===== config.mk =====
export PLATFORM = sky130hd
export DESIGN_NAME = muldiv_sequencer
export DESIGN_NICKNAME = d
export VERILOG_FILES = /design/src/rtl/muldiv_sequencer.sv
export SDC_FILE = /design/constraint.sdc
export NUM_CORES = 1
export LEC_CHECK = 0
export BUFFER_PORTS_ARGS = -buffer_cell sky130_fd_sc_hd__buf_2
export CAP_MARGIN = 25
export CORE_UTILIZATION = 52
export DETAILED_ROUTE_END_ITERATION = 7
export PLACE_DENSITY = 0.84
export REMOVE_ABC_BUFFERS = 1
export SYNTH_ARGS = -nofsm -noshare
export SYNTH_HDL_FRONTEND = slang
export SYNTH_SLANG_ARGS = --single-unit

===== constraint.sdc =====
create_clock -name clk -period 2.3 [get_ports clk]
set_input_delay 0 -clock clk [delete_from_list [all_inputs] [get_ports clk]]
set_output_delay 0 -clock clk [all_outputs]
set_load 0.02 [all_outputs]

===== src/rtl/muldiv_sequencer.sv =====
// Iterative unsigned shift-add multiplier / restoring divider, one iteration per clock.
// Optional MULDIV_HI_EN builds the high-product / remainder output register; otherwise hi is 0.
`timescale 1ns/1ps
module muldiv_sequencer #(
  parameter int WIDTH = 8,
  parameter int CNT_W = 4
) (
  input  logic             clk,
  input  logic             rst,
  input  logic             start,
  input  logic             op,
  input  logic [WIDTH-1:0] a_in,
  input  logic [WIDTH-1:0] b_in,
  output logic             busy,
  output logic             done,
  output logic [WIDTH-1:0] result,
  output logic [WIDTH-1:0] hi,
  output logic             ovf,
  output logic             dz
);

  typedef enum logic [1:0] {S_IDLE, S_RUN, S_DONE} state_t;

  state_t state, state_nxt;

  logic [CNT_W-1:0]   cnt;
  logic               op_r;
  logic [WIDTH-1:0]   opnd;       // multiplicand (MUL) or divisor (DIV)
  logic [2*WIDTH-1:0] acc;        // {partial product, multiplier} or {remainder, dividend/quotient}
  logic [2*WIDTH-1:0] acc_nxt;

  logic               accept;
  logic               last_iter;
  logic [WIDTH:0]     mul_sum;
  logic [WIDTH:0]     rem_sh;
  logic [WIDTH:0]     rem_diff;
  logic               q_bit;
  logic [WIDTH-1:0]   rem_nxt;

  assign accept    = start && (state == S_IDLE || state == S_DONE);
  assign last_iter = (cnt == CNT_W'(WIDTH - 1));

  assign busy = (state == S_RUN);
  assign done = (state == S_DONE);

  always_ff @(posedge clk or posedge rst) begin
    if (rst) begin
      state <= S_IDLE;
    end else begin
      state <= state_nxt;
    end
  end

  always_comb begin
    state_nxt = state;
    case (state)
      S_IDLE:  if (start) state_nxt = S_RUN;
      S_RUN:   if (last_iter) state_nxt = S_DONE;
      S_DONE:  state_nxt = start ? S_RUN : S_IDLE;
      default: state_nxt = S_IDLE;
    endcase
  end

  // One iteration of each algorithm; op_r picks which one lands in acc.
  always_comb begin
    mul_sum  = {1'b0, acc[2*WIDTH-1:WIDTH]} + (acc[0] ? {1'b0, opnd} : '0);
    rem_sh   = {acc[2*WIDTH-1:WIDTH], acc[WIDTH-1]};
    rem_diff = rem_sh - {1'b0, opnd};
    q_bit    = (rem_sh >= {1'b0, opnd});
    rem_nxt  = q_bit ? rem_diff[WIDTH-1:0] : rem_sh[WIDTH-1:0];
    if (op_r) begin
      acc_nxt = {rem_nxt, acc[WIDTH-2:0], q_bit};
    end else begin
      acc_nxt = {mul_sum, acc[WIDTH-1:1]};
    end
  end

  always_ff @(posedge clk or posedge rst) begin
    if (rst) begin
      cnt    <= '0;
      op_r   <= 1'b0;
      opnd   <= '0;
      acc    <= '0;
      result <= '0;
      ovf    <= 1'b0;
      dz     <= 1'b0;
    end else if (accept) begin
      cnt  <= '0;
      op_r <= op;
      opnd <= op ? b_in : a_in;
      acc  <= {{WIDTH{1'b0}}, (op ? a_in : b_in)};
    end else if (state == S_RUN) begin
      acc <= acc_nxt;
      cnt <= cnt + 1'b1;
      if (last_iter) begin
        result <= acc_nxt[WIDTH-1:0];
        ovf    <= !op_r && (acc_nxt[2*WIDTH-1:WIDTH] != '0);
        dz     <= op_r && (opnd == '0);
      end
    end
  end

`ifdef MULDIV_HI_EN
  always_ff @(posedge clk or posedge rst) begin
    if (rst) begin
      hi <= '0;
    end else if (state == S_RUN && last_iter && !accept) begin
      hi <= acc_nxt[2*WIDTH-1:WIDTH];
    end
  end
`else
  assign hi = '0;
`endif

endmodule


==> flow_summary.ini, run 1 <==
[run_status]
outcome = finished with violations
failing_checks = negative setup slack

[clock_tree]
ctsHtreeMaxLevel = 2
tritoncts.num_buffers = 5
tritoncts = built
clock_insertion_delay_at_the_later_pin_of_the_skew_report_ns = 0.30
clkTransAtPathRegs_ns = 0.08
cts-root-buf = sky130_fd_sc_hd__clkbuf_8
number_of_buffers_on_the_longest_clock_path = 2
num_clock_sinks = 41

[place]
dp.cells = 439
gp_congestion = 0.913
dpl.hpwl_um = 5550
port_buffers = 31

[floorplan]
ios = 40
core_region_area_sq_um = 5170
dieHeight_um = 75.7
die_width_um = 75.7
die_area_sq_um = 5730
initial_standard_cell_utilization_of_the_core = 0.546
num_rows = 26

[timing]
finalSetupViolations = 10
worst_case_headroom_to_the_max_slew_limit = 0.476
max_freq_ghz = 0.401
hold_violations = 0
finalClockSkew_ns = 0.00555
grt_setup_unrepaired = true
timing_worst_slew_pin_value_ns = 0.785
worst_slack_ns = -0.197
timing.final.max_slew_violations = 0
fin_crit_sh = 1.09
period_needed_ns = 2.50

[global_routing]
globalRoute.totalOverflow = 0
overall_fraction_of_global_route_tracks_in_use = 0.302
grt_pass1_vias = 2523
largest_net_degree_at_the_start_of_global_routing = 42
grt_first_pass_wirelength_um = 12400
antenna_found_initial = 0

[yosys]
library_cells_used_by_synthesis = 51
synth_edf_count = 0
synth_seq_cells = 41
postSynth.asyncResetShare = 1.00
seq_area_frac_synth = 0.363
synth-main-ff-cell = sky130_fd_sc_hd__dfrtp_1
synth_cells = 303
synthesis.yosys.warnings = 0
synthesis.area_per_instance_sq_um = 9.32
synth.cell_area_sq_um = 2820

[cells_and_area]
final_layout_size_suffix_gt1_frac = 0.386
finish.cell_count_without_fillers = 456
design.final.nets = 424
syn_to_final_growth_pct = 36.7
antennaDiodeCount = 0

[drt]
routed_via_density = 5.79
drt-wirelength-per-cell_um = 17.6
drc = 0
antenna_violating_nets_remaining = 0
drt_wl_total_um = 8040
num_vias = 2641
first_pass_iters = 4
drt-initial-drc-count = 169

[worst_hold_path]
worstHoldPathCells = 3
hp-class = in2reg

[worst_setup_path]
cp.required_ns = 2.48
critical_path.startpoint_type = flip-flop
critPathKind = reg2reg
reg2reg_depth = 9
critPathCaptureType = flip-flop
timing.critical_path.fanout_max = 8
timing.critical_path.arrival_ns = 2.68

[flow_run]
maxCapViolations = 0
## cell families after synthesis
logic type	count (synthesis)	synth area share
AO/OA/AOI/OAI	83	0.195
XOR/XNOR	9	0.0279
adder cells (fa/ha/maj)	19	0.0895
buffers and inverters	37	0.0638
flip-flops	41	0.363
multiplexers	31	0.114
other	1	0.00133
AND/OR/NAND/NOR	82	0.145
## Yosys cell counts, drive strengths merged (8+ instances only)
library cell	number	area, sq um
a21oi	25	129
a22o	8	71.3
and2	9	56.3
buf	10	78.8
clkbuf	10	37.5
dfrtp	41	1030
ha	17	213
inv	16	60.1
mux2i	28	284
nand2	24	90.1
nor2	20	75.1
o21ai	29	145
## critical path, cell delays in order, from the launching register on
cell and delay (ns):
sky130_fd_sc_hd__dfrtp_1 0.40, sky130_fd_sc_hd__ha_1 0.23, sky130_fd_sc_hd__a2111o_1 0.45, sky130_fd_sc_hd__a2bb2oi_4 0.20, sky130_fd_sc_hd__o32ai_4 0.16, sky130_fd_sc_hd__buf_12 0.17, sky130_fd_sc_hd__mux2i_1 0.24, sky130_fd_sc_hd__a21oi_2 0.11
sky130_fd_sc_hd__buf_4 0.15, sky130_fd_sc_hd__a22o_2 0.26
## through the flow
stage               utilization  cell area, sq um  hold slack, ns  TNS [ns]  setup WS, ns
CTS                       0.719              3720          0.0134    -0.532        -0.127
finish                    0.746              3860          0.0148     -1.04        -0.197
global placement          0.645              3340           0.150     -1.24        -0.209
detailed placement        0.645              3340           0.162     -2.06        -0.314
global route              0.746              3860          0.0117     -2.02        -0.300
floorplan                     -              2730           0.151    -0.218        -0.204
## state kept, by name, indices dropped and copies added, names as in the netlist
| signal | cells |
|---|---|
| acc | 16 |
| opnd | 8 |
| result | 8 |
| cnt | 4 |
| state | 2 |
| dz | 1 |
| op_r | 1 |
| ovf | 1 |
## layout make-up
class	instances	area, sq um
fillers	357	1310
multi-input cells	232	1940
inverters	17	63.8
flip-flops and latches	41	1030
repair buffers	88	628
clock inverters	2	38.8
clock buffers	6	72.6
well taps	70	87.6
## final timing paths
kind	startpoint	to	slack (ns)
max	acc[12]$_DFFE_PP0P_	acc[9]$_DFFE_PP0P_	-0.20
min	a_in[7]	opnd[7]$_DFFE_PP0P_	0.01
max reg2reg	acc[12]$_DFFE_PP0P_	acc[9]$_DFFE_PP0P_	-0.20
min reg2reg	result[0]$_DFFE_PP0P_	result[0]$_DFFE_PP0P_	0.49
max in group asynchronous	rst	acc[9]$_DFFE_PP0P_	1.54
min in group asynchronous	rst	result[2]$_DFFE_PP0P_	0.38
## timing repair
action,in CTS,in global routing
buffers inserted,4,4
endpoints found under the setup margin,10,10
resized for setup,42,20
pin swaps,22,16
hold endpoints to repair,41,0
hold buffers,1,0
## placed cells by master, fill, tap and decap left out, types with 3 or more instances in the layout
master and count:
sky130_fd_sc_hd__nor2_1 19, sky130_fd_sc_hd__or3_1 3, sky130_fd_sc_hd__a22o_1 7, sky130_fd_sc_hd__conb_1 8
sky130_fd_sc_hd__and2_1 6, sky130_fd_sc_hd__xnor2_1 6, sky130_fd_sc_hd__ha_1 7, sky130_fd_sc_hd__o21ai_2 3
sky130_fd_sc_hd__o21ai_0 24, sky130_fd_sc_hd__inv_2 4, sky130_fd_sc_hd__buf_6 8, sky130_fd_sc_hd__nand2b_1 4
sky130_fd_sc_hd__nand3_1 4, sky130_fd_sc_hd__buf_2 31, sky130_fd_sc_hd__a21oi_2 3, sky130_fd_sc_hd__ha_4 9
sky130_fd_sc_hd__buf_4 47, sky130_fd_sc_hd__o211ai_1 3, sky130_fd_sc_hd__nand3_2 3, sky130_fd_sc_hd__and2_4 3
sky130_fd_sc_hd__dfrtp_1 41, sky130_fd_sc_hd__a21oi_1 22, sky130_fd_sc_hd__inv_1 12, sky130_fd_sc_hd__nand2_1 23
sky130_fd_sc_hd__clkbuf_8 5, sky130_fd_sc_hd__mux2i_1 26
## routing by layer
layer	GRT usage	part of all wire
met5	0	0
met2	0.522	0.52
met1	0.390	0.39
met4	0.107	0.026
met3	0.0437	0.071
Power of run 1 is left out: the tool's default activity adds up to more than one toggle a clock period on the data nets, which glitch-free logic cannot reach.
==> inputs of run 2 (changes only) <==
--- a/config.mk
+++ b/config.mk
@@ -11,6 +11,7 @@
 export DETAILED_ROUTE_END_ITERATION = 7
 export PLACE_DENSITY = 0.84
 export REMOVE_ABC_BUFFERS = 1
+export SKIP_LAST_GASP = 1
 export SYNTH_ARGS = -nofsm -noshare
 export SYNTH_HDL_FRONTEND = slang
 export SYNTH_SLANG_ARGS = --single-unit
==> run 2 against run 1 <==
The run still ends with negative setup slack left. Cell count unchanged. Global-route usage unchanged. First-iteration DRC count up 7.7%. Via count up 2.4%. Die area unchanged. Routed wire length up 0.35%. Clock-buffer cell count unchanged. Critical endpoint unchanged.
==> flow_summary.ini, run 2 (same netlist as run 1, synthesis figures left out) <==
[clock_tree]
num_clock_sinks = 41
tritoncts = built
cts-root-buf = sky130_fd_sc_hd__clkbuf_8
ctsHtreeMaxLevel = 2
number_of_buffers_on_the_longest_clock_path = 2
tritoncts.num_buffers = 5
clock_insertion_delay_at_the_later_pin_of_the_skew_report_ns = 0.30
clkTransAtPathRegs_ns = 0.08

[timing]
max_freq_ghz = 0.401
timing.final.max_slew_violations = 0
grt_setup_unrepaired = true
worst_case_headroom_to_the_max_slew_limit = 0.493
fin_crit_sh = 1.08
hold_violations = 0
finalClockSkew_ns = 0.00534
finalSetupViolations = 10
period_needed_ns = 2.49
timing_worst_slew_pin_value_ns = 0.760
worst_slack_ns = -0.194

[worst_setup_path]
crit_path_start = acc[12]$_DFFE_PP0P_
critPathKind = reg2reg
critPathCaptureType = flip-flop
critical_path.startpoint_type = flip-flop
critical_path.reg2reg.startpoint = acc[12]$_DFFE_PP0P_
timing.critical_path.arrival_ns = 2.68
cp.required_ns = 2.48
timing.critical_path.fanout_max = 8

[drt]
drt-initial-drc-count = 182
first_pass_iters = 5
routed_via_density = 5.93
num_vias = 2704
drc = 0
drt_wl_total_um = 8070
drt-wirelength-per-cell_um = 17.7
antenna_violating_nets_remaining = 0

[cells_and_area]
registers.top_by_ff_count = acc
syn_to_final_growth_pct = 36.1
finish.cell_count_without_fillers = 456
largest_register_ffs = 16
layout.filler_cells = 363
post-route-util = 0.743
final_layout_size_suffix_gt1_frac = 0.381
design.final.nets = 424
layout_commonest_cell = sky130_fd_sc_hd__buf_4
top_regs = acc x16, opnd x8, result x8
final_cell_mix = sky130_fd_sc_hd__buf_4 (49), sky130_fd_sc_hd__dfrtp_1 (41), sky130_fd_sc_hd__buf_2 (31), sky130_fd_sc_hd__mux2i_1 (26), sky130_fd_sc_hd__o21ai_0 (24)
antennaDiodeCount = 0

[global_routing]
antenna_found_initial = 0
largest_net_degree_at_the_start_of_global_routing = 42
grt_pass1_vias = 2523
globalRoute.totalOverflow = 0
grt_first_pass_wirelength_um = 12400
overall_fraction_of_global_route_tracks_in_use = 0.302

[floorplan]
die_area_sq_um = 5730
initial_standard_cell_utilization_of_the_core = 0.546
die_width_um = 75.7
core_region_area_sq_um = 5170
dieHeight_um = 75.7
ios = 40
num_rows = 26

[place]
dp.cells = 439
port_buffers = 31
dpl.hpwl_um = 5550
gp_congestion = 0.913

[run_status]
failing_checks = negative setup slack
outcome = finished with violations

[worst_hold_path]
min_from = a_in[7]
hp-class = in2reg

[flow_run]
maxCapViolations = 0
## run 2: worst max-delay path, cell delays in order, from the launching register on
cell and delay (ns):
sky130_fd_sc_hd__dfrtp_1 0.39, sky130_fd_sc_hd__ha_1 0.23, sky130_fd_sc_hd__a2111o_1 0.45, sky130_fd_sc_hd__a2bb2oi_4 0.20, sky130_fd_sc_hd__o32ai_4 0.16, sky130_fd_sc_hd__buf_12 0.17
sky130_fd_sc_hd__mux2i_1 0.24, sky130_fd_sc_hd__a21oi_2 0.11, sky130_fd_sc_hd__buf_4 0.15, sky130_fd_sc_hd__a22o_2 0.26
## run 2: worst paths after layout
path | to | slack (ns) | cells after the start
setup reg to reg | acc[9]$_DFFE_PP0P_ | -0.19 | 9
hold reg to reg | result[0]$_DFFE_PP0P_ | 0.49 | 2
min in group asynchronous | state[1]$_DFFE_PP0P_ | 0.39 | 4
setup / recovery | acc[9]$_DFFE_PP0P_ | -0.19 | 9
hold / removal | opnd[7]$_DFFE_PP0P_ | 0.01 | 3
max in group asynchronous | acc[7]$_DFFE_PP0P_ | 1.55 | 4
## run 2: layout make-up
cell class	instances	area, sq um	share of cell area
inverter	17	63.8	0.0166
clock inverter	2	38.8	0.0101
tap	70	87.6	0.0228
sequential	41	1030	0.267
timing repair buffer	88	621	0.162
clock buffer	6	72.6	0.0189
multi-input combinational	232	1930	0.503
## run 2: per-layer routing
metal | part of all wire | global-route usage | wire [um]
met1 | 0.41 | 0.390 | 3300
met5 | 0 | 0 | 0
met2 | 0.51 | 0.522 | 4110
met3 | 0.051 | 0.0437 | 414
met4 | 0.030 | 0.107 | 241
## run 2: through the flow
| stage | area (sq um) | hold slack (ns) | setup WS (ns) | TNS, ns |
|---|---|---|---|---|
| 2_1_floorplan | 2730 | 0.151 | -0.204 | -0.218 |
| 3_3_place_gp | 3340 | 0.150 | -0.209 | -1.24 |
| 3_5_place_dp | 3340 | 0.162 | -0.314 | -2.06 |
| 4_1_cts | 3720 | 0.0134 | -0.127 | -0.532 |
| 5_1_grt | 3840 | 0.0117 | -0.296 | -2.09 |
| 6_report | 3840 | 0.0141 | -0.194 | -1.18 |
## run 2: timing repair
| item | in CTS | in global routing |
|---|---|---|
| hold buffers | 1 | 0 |
| resized for setup | 42 | 16 |
| setup endpoints to repair | 10 | 10 |
| pin swaps | 22 | 13 |
| setup buffers | 4 | 4 |
| hold endpoints to repair | 41 | 0 |
Power of run 2 is left out for the same reason.
==> inputs of run 3 (changes only) <==
--- a/config.mk
+++ b/config.mk
@@ -6,12 +6,12 @@
 export NUM_CORES = 1
 export LEC_CHECK = 0
 export BUFFER_PORTS_ARGS = -buffer_cell sky130_fd_sc_hd__buf_2
-export CAP_MARGIN = 25
+export CAP_MARGIN = 20
+export CORE_ASPECT_RATIO = 1.25
 export CORE_UTILIZATION = 52
 export DETAILED_ROUTE_END_ITERATION = 7
 export PLACE_DENSITY = 0.84
 export REMOVE_ABC_BUFFERS = 1
-export SKIP_LAST_GASP = 1
 export SYNTH_ARGS = -nofsm -noshare
 export SYNTH_HDL_FRONTEND = slang
 export SYNTH_SLANG_ARGS = --single-unit
==> run 3 against run 2 <==
The run still ends with negative setup slack left. Final area fell by 0.65%. Clock skew rose by 0.0061 ns. Global-route usage shrank 0.27 points. Worst hold slack improved by 0.025 ns. Fmax decreased by 7.1%. Via count is 5.6% higher.
==> flow_summary.ini, run 3 (same netlist as run 1, synthesis figures left out) <==
[run_status]
outcome = finished with violations
failing_checks = negative setup slack

[clock_tree]
cts-root-buf = sky130_fd_sc_hd__clkbuf_8
num_clock_sinks = 41
clock_insertion_delay_at_the_later_pin_of_the_skew_report_ns = 0.30
ctsHtreeMaxLevel = 2
number_of_buffers_on_the_longest_clock_path = 2
tritoncts = built
tritoncts.num_buffers = 5
clkTransAtPathRegs_ns = 0.08

[place]
dpl.hpwl_um = 5480
port_buffers = 31
gp_congestion = 0.934
pre_cts_ws_ns = -0.289

[worst_setup_path]
crit-reg2reg-capture = ovf$_DFFE_PP0P_
cp_top_family = simple AND/OR/NAND/NOR gates
cp_cell_sequence = buf_6 -> and2_4 -> ha_4 -> buf_6 -> nand3_2 -> o211ai_1 -> buf_4 -> o211ai_1 -> xnor2_1 -> nand2_1 -> o21ai_2 -> nor4_2 -> a221oi_2
crit_path_start = acc[0]$_DFFE_PP0P_
critical_path.startpoint_type = flip-flop
cp.required_ns = 2.44
cp_num_cells = 13
timing.critical_path.buf_inv = 3
critical_path.reg2reg.startpoint = acc[0]$_DFFE_PP0P_
critPathCaptureType = flip-flop
timing.critical_path.arrival_ns = 2.82
critical_path.endpoint = ovf$_DFFE_PP0P_
timing.critical_path.fanout_max = 4
max_incr_delay_on_cp_ns = 0.46
reg2reg_depth = 13
crit_slowest_cell = sky130_fd_sc_hd__dfrtp_2
critPathKind = reg2reg
worst-r2r-setup-slack_ns = -0.38

[drt]
drt_wl_total_um = 9230
num_vias = 2855
met3RoutedLength_um = 681
routed_via_density = 6.27
drc = 0
antenna_violating_nets_remaining = 0
maxUsedRoutingLayer = met4
drt-initial-drc-count = 203
first_pass_iters = 5
drt-wirelength-per-cell_um = 20.3
dr_wl_met2_um = 4670
route.layer.met1.wl_um = 3340

[timing]
timing_worst_slew_pin_value_ns = 0.741
period_needed_ns = 2.68
worst_slack_ns = -0.384
finalClockSkew_ns = 0.0115
worst_case_headroom_to_the_max_slew_limit = 0.506
timing.final.max_slew_violations = 0
fin_crit_sh = 1.17
max_freq_ghz = 0.373
grt_setup_unrepaired = true
hold_violations = 0
finalSetupViolations = 9

[cells_and_area]
top_regs = acc x16, opnd x8, result x8
design.final.nets = 431
final_layout_size_suffix_gt1_frac = 0.366
layout_commonest_cell = sky130_fd_sc_hd__buf_4
registers.top_by_ff_count = acc
final_cell_mix = sky130_fd_sc_hd__buf_4 (56), sky130_fd_sc_hd__dfrtp_1 (40), sky130_fd_sc_hd__buf_2 (31), sky130_fd_sc_hd__mux2i_1 (26), sky130_fd_sc_hd__o21ai_0 (24)
antennaDiodeCount = 0
syn_to_final_growth_pct = 35.2
post-route-util = 0.741
largest_register_ffs = 16

[floorplan]
initial_standard_cell_utilization_of_the_core = 0.548
num_rows = 29
core_region_area_sq_um = 5150
dieHeight_um = 84.4
die_area_sq_um = 5730
die_width_um = 67.9
ios = 40

[global_routing]
globalRoute.totalOverflow = 0
overall_fraction_of_global_route_tracks_in_use = 0.300
antenna_found_initial = 0
largest_net_degree_at_the_start_of_global_routing = 42
grt_first_pass_wirelength_um = 12800
grt_pass1_vias = 2668

[worst_hold_path]
hp-class = in2reg

[flow_run]
maxCapViolations = 0
[run 3: changes by cell type in the layout (fill, tap and decap cells not counted), moves of 2 or more]
cell,change
sky130_fd_sc_hd__buf_4,+7
sky130_fd_sc_hd__inv_1,+3
sky130_fd_sc_hd__inv_2,-3
sky130_fd_sc_hd__ha_1,+2
sky130_fd_sc_hd__ha_4,-2
sky130_fd_sc_hd__o221ai_1,+2
[run 3: cell type report]
class                      count  area, sq um
clock buffer                   7         76.3
multi-input combinational    232         1900
sequential                    41         1030
tap                           62         77.6
timing repair buffer          95          664
inverter                      17         63.8
fill                         313         1340
clock inverter                 1         7.51
[run 3: layer usage]
| metal | global-route usage | up-vias |
|---|---|---|
| met5 | 0 | - |
| met4 | 0.157 | 0 |
| met3 | 0.0394 | 53 |
| met2 | 0.492 | 191 |
| met1 | 0.374 | 1363 |
| li1 | - | 1248 |
[run 3: worst min-delay path by stage]
stage	slack (ns)	end	cells past startpoint	from
floorplan	0.15	op_r$_DFFE_PP0P_	1	op
global placement	0.15	cnt[1]$_DFFE_PP0P_	3	rst
detailed placement	0.17	cnt[1]$_DFFE_PP0P_	3	rst
CTS	0.009	opnd[6]$_DFFE_PP0P_	3	b_in[6]
global route	0.07	opnd[7]$_DFFE_PP0P_	3	a_in[7]
finish	0.04	opnd[4]$_DFFE_PP0P_	3	a_in[4]
[run 3: worst min-delay path, cell delays in order]
cell	delay [ns]
sky130_fd_sc_hd__buf_2	0.09
sky130_fd_sc_hd__mux2i_1	0.07
sky130_fd_sc_hd__o21ai_0	0.14
[run 3: timing repair]
action	CTS	global route
endpoints found under the setup margin	10	11
endpoints found under the hold margin	41	0
pin swaps	17	15
gates resized for setup	18	34
hold buffers	1	0
buffers inserted	5	7
[run 3: through the flow]
stage | TNS, ns | cell area [sq um] | hold slack [ns] | instances
6_report | -2.00 | 3820 | 0.0396 | 455
5_1_grt | -2.84 | 3820 | 0.0667 | 455
4_1_cts | -0.840 | 3570 | 0.00894 | 448
3_5_place_dp | -1.56 | 3360 | 0.166 | 435
3_3_place_gp | -1.05 | 3360 | 0.147 | 435
2_1_floorplan | -0.218 | 2730 | 0.151 | 290
Power of run 3 is left out for the same reason.
